==> src/rtl/heap_op_scheduler.sv <==
// Round-robin front end that serialises push/pop/replace requests from several requesters
// onto one pipelined heap, spacing heap commands so each root sift can settle.
module heap_op_scheduler #(
   parameter int unsigned NUM_REQ    = 4,
   parameter int unsigned DATA_WIDTH = 16,
   parameter int unsigned OP_GAP     = 4
) (
   input  logic                          CLK,
   input  logic                          RSTn,
   input  logic [NUM_REQ-1:0]            i_req_valid,
   input  logic [2*NUM_REQ-1:0]          i_req_op,
   input  logic [DATA_WIDTH*NUM_REQ-1:0] i_req_data,
   output logic [NUM_REQ-1:0]            o_req_ready,
   output logic                          o_rsp_valid,
   output logic [$clog2(NUM_REQ)-1:0]    o_rsp_id,
   output logic [DATA_WIDTH-1:0]         o_rsp_data,
   output logic                          o_rsp_err,
   input  logic                          i_rsp_ready,
   output logic                          o_heap_wrt,
   output logic                          o_heap_read,
   output logic [DATA_WIDTH-1:0]         o_heap_data,
   input  logic                          i_heap_full,
   input  logic                          i_heap_empty,
   input  logic [DATA_WIDTH-1:0]         i_heap_data
);

   localparam int unsigned IdW  = $clog2(NUM_REQ);
   localparam int unsigned GapW = (OP_GAP > 1) ? $clog2(OP_GAP) : 1;

   typedef enum logic [1:0] {StIdle, StExec, StResp, StGap} state_e;

   state_e                state_q, state_d;
   logic [IdW-1:0]        rr_ptr_q, rr_ptr_d;
   logic [GapW-1:0]       gap_cnt_q, gap_cnt_d;
   logic [IdW-1:0]        id_q, id_d;
   logic [1:0]            op_q, op_d;
   logic [DATA_WIDTH-1:0] key_q, key_d;
   logic [IdW-1:0]        rsp_id_q, rsp_id_d;
   logic [DATA_WIDTH-1:0] rsp_data_q, rsp_data_d;
   logic                  rsp_err_q, rsp_err_d;
   logic                  pulsed_q, pulsed_d;

   logic [1:0]            req_op_arr  [NUM_REQ];
   logic [DATA_WIDTH-1:0] req_key_arr [NUM_REQ];
   logic                  grant_hit;
   logic [IdW-1:0]        grant_id;
   logic [IdW-1:0]        scan_id;
   logic                  do_wrt, do_read;

   for (genvar g = 0; g < NUM_REQ; g++) begin : g_unpack
      assign req_op_arr[g]  = i_req_op[2*g +: 2];
      assign req_key_arr[g] = i_req_data[DATA_WIDTH*g +: DATA_WIDTH];
   end

   // Rotating priority scan starting at rr_ptr.
   always_comb begin
      grant_hit = 1'b0;
      grant_id  = '0;
      scan_id   = '0;
      for (int unsigned i = 0; i < NUM_REQ; i++) begin
         scan_id = IdW'((32'(rr_ptr_q) + i) % NUM_REQ);
         if (!grant_hit && i_req_valid[scan_id]) begin
            grant_hit = 1'b1;
            grant_id  = scan_id;
         end
      end
   end

   always_comb begin
      state_d     = state_q;
      rr_ptr_d    = rr_ptr_q;
      gap_cnt_d   = gap_cnt_q;
      id_d        = id_q;
      op_d        = op_q;
      key_d       = key_q;
      rsp_id_d    = rsp_id_q;
      rsp_data_d  = rsp_data_q;
      rsp_err_d   = rsp_err_q;
      pulsed_d    = pulsed_q;
      o_req_ready = '0;
      do_wrt      = 1'b0;
      do_read     = 1'b0;

      unique case (state_q)
         StIdle: begin
            if (grant_hit) begin
               // Gated so no grant is shown while reset is asserted.
               o_req_ready[grant_id] = RSTn;
               id_d    = grant_id;
               op_d    = req_op_arr[grant_id];
               key_d   = req_key_arr[grant_id];
               state_d = StExec;
            end
         end
         StExec: begin
            unique case (op_q)
               2'b01: do_wrt = !i_heap_full;
               2'b10: do_read = !i_heap_empty;
               2'b11: begin
                  do_wrt  = 1'b1;
                  do_read = !i_heap_empty;
               end
               2'b00: ;
            endcase
            rsp_id_d   = id_q;
            rsp_data_d = do_read ? i_heap_data : '0;
            rsp_err_d  = !(do_wrt || do_read);
            pulsed_d   = do_wrt || do_read;
            rr_ptr_d   = (id_q == IdW'(NUM_REQ - 1)) ? '0 : id_q + 1'b1;
            state_d    = StResp;
         end
         StResp: begin
            if (i_rsp_ready) begin
               rsp_id_d   = '0;
               rsp_data_d = '0;
               rsp_err_d  = 1'b0;
               pulsed_d   = 1'b0;
               if (pulsed_q) begin
                  gap_cnt_d = GapW'(OP_GAP - 1);
                  state_d   = StGap;
               end else begin
                  state_d = StIdle;
               end
            end
         end
         StGap: begin
            if (gap_cnt_q == '0) state_d = StIdle;
            else                 gap_cnt_d = gap_cnt_q - 1'b1;
         end
         default: state_d = StIdle;
      endcase
   end

   assign o_heap_wrt  = do_wrt;
   assign o_heap_read = do_read;
   assign o_heap_data = do_wrt ? key_q : '0;
   assign o_rsp_valid = (state_q == StResp);
   assign o_rsp_id    = rsp_id_q;
   assign o_rsp_data  = rsp_data_q;
   assign o_rsp_err   = rsp_err_q;

   always_ff @(posedge CLK or negedge RSTn) begin
      if (!RSTn) begin
         state_q    <= StIdle;
         rr_ptr_q   <= '0;
         gap_cnt_q  <= '0;
         id_q       <= '0;
         op_q       <= '0;
         key_q      <= '0;
         rsp_id_q   <= '0;
         rsp_data_q <= '0;
         rsp_err_q  <= 1'b0;
         pulsed_q   <= 1'b0;
      end else begin
         state_q    <= state_d;
         rr_ptr_q   <= rr_ptr_d;
         gap_cnt_q  <= gap_cnt_d;
         id_q       <= id_d;
         op_q       <= op_d;
         key_q      <= key_d;
         rsp_id_q   <= rsp_id_d;
         rsp_data_q <= rsp_data_d;
         rsp_err_q  <= rsp_err_d;
         pulsed_q   <= pulsed_d;
      end
   end

endmodule

==> config.mk <==
export PLATFORM = sky130hd
export DESIGN_NAME = heap_op_scheduler
export DESIGN_NICKNAME = d
export VERILOG_FILES = /design/src/rtl/heap_op_scheduler.sv
export SDC_FILE = /design/constraint.sdc
export NUM_CORES = 1
export LEC_CHECK = 0
export CELL_PAD_IN_SITES_DETAIL_PLACEMENT = 1
export CELL_PAD_IN_SITES_GLOBAL_PLACEMENT = 1
export CORE_MARGIN = 2
export CORE_UTILIZATION = 31
export CTS_CLUSTER_DIAMETER = 120
export DETAILED_ROUTE_END_ITERATION = 16
export PLACE_DENSITY = 0.94
export SLEW_MARGIN = 20
export SYNTH_ARGS = -nofsm -noshare
export SYNTH_HDL_FRONTEND = slang
export SYNTH_SLANG_ARGS = --single-unit
==> constraint.sdc <==
create_clock -name CLK -period 2.5 [get_ports CLK]
set_input_delay 0.25 -clock CLK [delete_from_list [all_inputs] [get_ports CLK]]
set_output_delay 0.25 -clock CLK [all_outputs]
set_load 0.005 [all_outputs]
Word-level counts from Yosys, hierarchy flattened
Index checks and enable logic that the tools add are counted.
{"block": "op_classes", "n_addsub": 5, "bitwise_logic": 2, "n_mux": 51, "magnitude_cmp": 7, "reduce_logical": 20, "eq_ne": 12}
{"cell": "two-way mux 16 bit", "n": 5}
{"cell": "binary-select mux 16 bit (select 2 bit)", "n": 1}
{"cell": "case mux 16 bit (2 select lines)", "n": 1}
{"cell": "two-way mux 2 bit", "n": 15}
{"cell": "less-than comparator 2 x 3 -> 1 bit (second input constant)", "n": 5}
{"cell": "two-way mux 1 bit", "n": 15}
{"cell": "equality test 2 bit (second input constant)", "n": 5}
{"cell": "binary-select mux 1 bit (select 2 bit)", "n": 4}
{"cell": "two-way mux 4 bit", "n": 2}
{"cell": "case mux 2 bit (2 select lines)", "n": 2}
{"cell": "case mux 2 bit (4 select lines)", "n": 1}
{"cell": "logical NOT 1 bit", "n": 6}
{"cell": "!= test 2 bit (second input constant)", "n": 3}
{"cell": "case mux 1 bit (2 select lines)", "n": 3}
{"cell": "adder 2 x 1 -> 2 bit (second input constant)", "n": 2}
{"cell": "adder 2 bit (second input constant)", "n": 2}
{"cell": "bitwise AND 4 bit", "n": 1}
{"cell": "binary-select mux 2 bit (select 2 bit)", "n": 1}
{"cell": "equality test 2 x 1 -> 1 bit (second input constant)", "n": 2}
{"cell": "logical AND 1 bit", "n": 4}
{"cell": "logical NOT 2 bit", "n": 2}
{"cell": "!= test 2 x 1 -> 1 bit (second input constant)", "n": 2}
{"cell": "AND reduction 2 bit", "n": 2}
{"cell": "AND reduction 4 bit", "n": 1}
{"cell": "9 further kinds", "n": 10}
{"block": "word_totals", "out_inout_bits": 42, "ff_bits": 46, "input_bits": 97, "word_cells": 107}

Depth between registers and ports, before layout
{"block": "logic_depth", "depth_word": 19, "depth_mapped": 7, "ltp_nobuf": 5}

Worst setup path after synthesis
Ideal clock, no wire load.
{"block": "synth_path", "path_type": "register to output", "from": "register state_q[1]", "to": "output o_req_ready[1]", "path_stages_with_launch": 7, "setup_slack_ps": 873, "t_required_ps": 2250, "arrival_ps": 1377, "n_path_buf": 2, "cell_sequence": "dfrtp_1 -> clkbuf_1 -> nor2_1 -> o21a_1 -> clkbuf_1 -> nand2_1 -> nor2_1"}
{"block": "synth_between", "elab_chain_cells": 2}
{"element": "start, declared", "line": "32", "rtl": "state_e state_q, state_d;"}
{"element": "start signal, assigned", "line": "144", "rtl": "state_q <= StIdle;"}
{"element": "start signal, assigned", "line": "155", "rtl": "state_q <= state_d;"}
{"element": "logical NOT 2 bit", "line": "84", "rtl": "unique case (state_q)"}
{"element": "two-way mux 4 bit", "line": "84"}
{"element": "end, declared", "line": "13", "rtl": "output logic [NUM_REQ-1:0] o_req_ready,"}
No other way between the ends.

Final worst setup path
{"block": "layout_path", "from": "register state_q[0]", "to": "output o_req_ready[1]"}
The elaborated chain is that of the path after synthesis.

==> metrics.txt <==
Inserted Clock Buffers 5; global placement routability congestion 0.811; detailed placement HPWL 8670 um; fin crit share 94.4%; GRT Overall Usage 23.2%; H-tree depth 2; Core Box Area 8760 sq um; RSZ-0062 raised after global routing no; Rel. slew slack 66.1%; worst setup path class reg2out; Post-DP Area 4340 sq um; Least-Margin Pin Slew 0.509 ns; final setup violation count 0; post-synthesis mux area share 1.11%; num rows 34; Adder-Cell Fraction of Synth Area 0.890%; clock skew 0.00412 ns; Max Root-Sink Buffers 2; Setup TNS Final 0 ns; WL per Instance 20.6 um; initial drt markers 158; TritonCTS clock tree yes; number of vias per cell 5.56; vias in the first global route 3336; initial core utilization 32.1%; Worst-path clk slew 0.09 ns; commonest non-fill, non-tap cell in the layout clkdlybuf4s50_1; # DRC 0; first-pass GRT wire length 18000 um; Synth Area in Simple Gates 22.7%; layout net count 551; sequential fraction of the synthesis area 41.0%; Placed Cells 552; Die X 99.2 um; worst setup path startpoint state_q[0]; Max VDD drop 0.352 mV; Via Count 3119; number of flops mapped to enable cells by yosys 0; worst r2r src rr_ptr_q[1]; Final Hold Violating Endpoints 0; die area 9840 sq um; area of the mapped netlist 2810 sq um; Max Fclk 424 MHz; largest net degree at the start of global routing 31; Non-Filler Instances 561; final slew viol count 0; share of layout cells above drive strength 1 10.6%; TritonRoute pass-1 iters 4; Post-Syn Instances 315; Primary FF master, synth dfrtp_1; final hold slack 0.437 ns; CTS sink cnt 46; Synth Area in XOR/XNOR 0%; post-synthesis average cell area 8.92 sq um; minimum clock period 2.36 ns; Root Buffer clkbuf_8; WP data required 2.25 ns; number of I/O pins 139; outcome finished, final reports clean; Pwr Density 928 nW/um^2; Maximum Capacitance Violations 0; initial antenna violation count 0; Max FO, Critical Path 14; post-synthesis cell type count 42; yosys warns 0; global route overflow 0; antenna cell count 0; Reg2Reg Depth 5; Mapped Nets 414; Post-Route WL 11500 um; antenna viol nets, final 0; Leakage 1.82 nW; Compound-Gate Fraction of Synth Area 28.0%; commonest non-fill, non-tap cells in the layout 137 x clkdlybuf4s50_1, 47 x nand2_1, 44 x dfrtp_1; Reg-to-Reg End key_q[0]; Critical Path AT 2.11 ns; Async SR Flop Fraction 100%; Post-Layout Inst Area 4470 sq um; CP startpoint kind flop; reg2reg setup slack 0.56 ns; Synth Register Bits 46; Port Buf Inserts 138; Syn-to-layout area delta 59.0%; largest family of logic cells by synthesized area compound AO/OA/AOI/OAI gates; Critical Path End Type output pin; worst min path class in2async; latest clock arrival within the worst-skew pair 0.31 ns; Die H 99.2 um
-- flip-flops by register name (all words and copies together), names as in the netlist --
signal / count
state_q: 2
o_rsp_id: 2
o_rsp_err: 1
key_q: 16
gap_cnt_q: 2
o_rsp_data: 16
pulsed_q: 1
op_q: 2
rr_ptr_q: 2
id_q: 2
-- metal layers --
metal	global-route usage [%]	up-vias	share of wire (%)
met1	28.5	1532	39
met4	10.2	0	4.1
met5	0	-	0
met3	3.72	36	4.8
li1	-	1437	-
met2	40.2	114	52
-- metrics by stage --
step	util (%)	power, W	worst slack (ns)
final	51.0	0.00415	0.140
after global routing	51.0	0.00444	0.0464
after CTS	50.9	0.00416	0.0535
after detailed placement	49.5	0.00356	0.136
after global placement	49.5	0.00343	0.215
after floorplan	-	0.00257	0.873
-- cell usage after synthesis (2+ instances only) --
cell type  count  share of area (%)
a211oi_1       2               0.53
a21oi_1       26                4.6
a221oi_1       9                2.8
a221oi_2       9                4.8
a22o_1        17                5.3
a31oi_1       19                4.2
and2_1        16                3.6
and3_1         2               0.45
buf_2         11                2.0
buf_4          2               0.53
buf_6          4                1.6
clkbuf_1      12                1.6
dfrtp_1       46                 41
ha_1           2               0.89
inv_1          4               0.53
mux2i_1        2               0.71
nand2_1       47                6.3
nand2b_1       7                1.6
nand3_1        2               0.36
nand4_1       18                4.0
nor2_1        26                3.5
nor2b_1        8                1.8
o21a_1         2               0.53
o21ai_2        2               0.62
o22ai_1        2               0.45
o31ai_1        2               0.53
-- worst max-delay path, stage by stage, from the launching register on --
cell and delay [ns]:
dfrtp_2 0.52, nor2_1 0.25, o21a_1 0.27, nand2_1 0.10, nor2_1 0.14, clkdlybuf4s50_1 0.52
-- worst max-delay path by stage --
| stage | to | cells past startpoint | slack [ns] |
|---|---|---|---|
| after floorplan | o_req_ready[1] | 6 | 0.87 |
| after global placement | o_req_ready[0] | 5 | 0.21 |
| after detailed placement | o_req_ready[2] | 6 | 0.14 |
| after CTS | o_req_ready[2] | 6 | 0.05 |
| after global routing | o_req_ready[3] | 5 | 0.05 |
| final | o_req_ready[1] | 5 | 0.14 |
-- timing repair --
action	in CTS	in global routing
setup endpoints to repair	0	12
hold buffers	1	0
setup buffers	0	0
resized for setup	0	3
endpoints found under the hold margin	16	0
-- power by group --
part,switching [W],internal (W),total (W)
registers,0.000268,0.00108,0.00134
logic,0.00111,0.00111,0.00222
clock network,0.000280,0.000299,0.000579
-- kinds of logic after synthesis --
logic type | after synthesis
compound gates | 100
buf+inv | 34
simple gates | 130
mux | 3
flops | 46
fa+ha+maj | 2
-- layout make-up --
class / count / area, sq um
fill: 1020 / 4300
timing repair buffer: 160 / 1570
multi-input combinational: 235 / 1490
sequential: 46 / 1150
tap: 108 / 135
clock buffer: 6 / 72.6
clock inverter: 2 / 37.5
inverter: 4 / 15.0
Note: power is estimated with default switching activity, not from simulation.
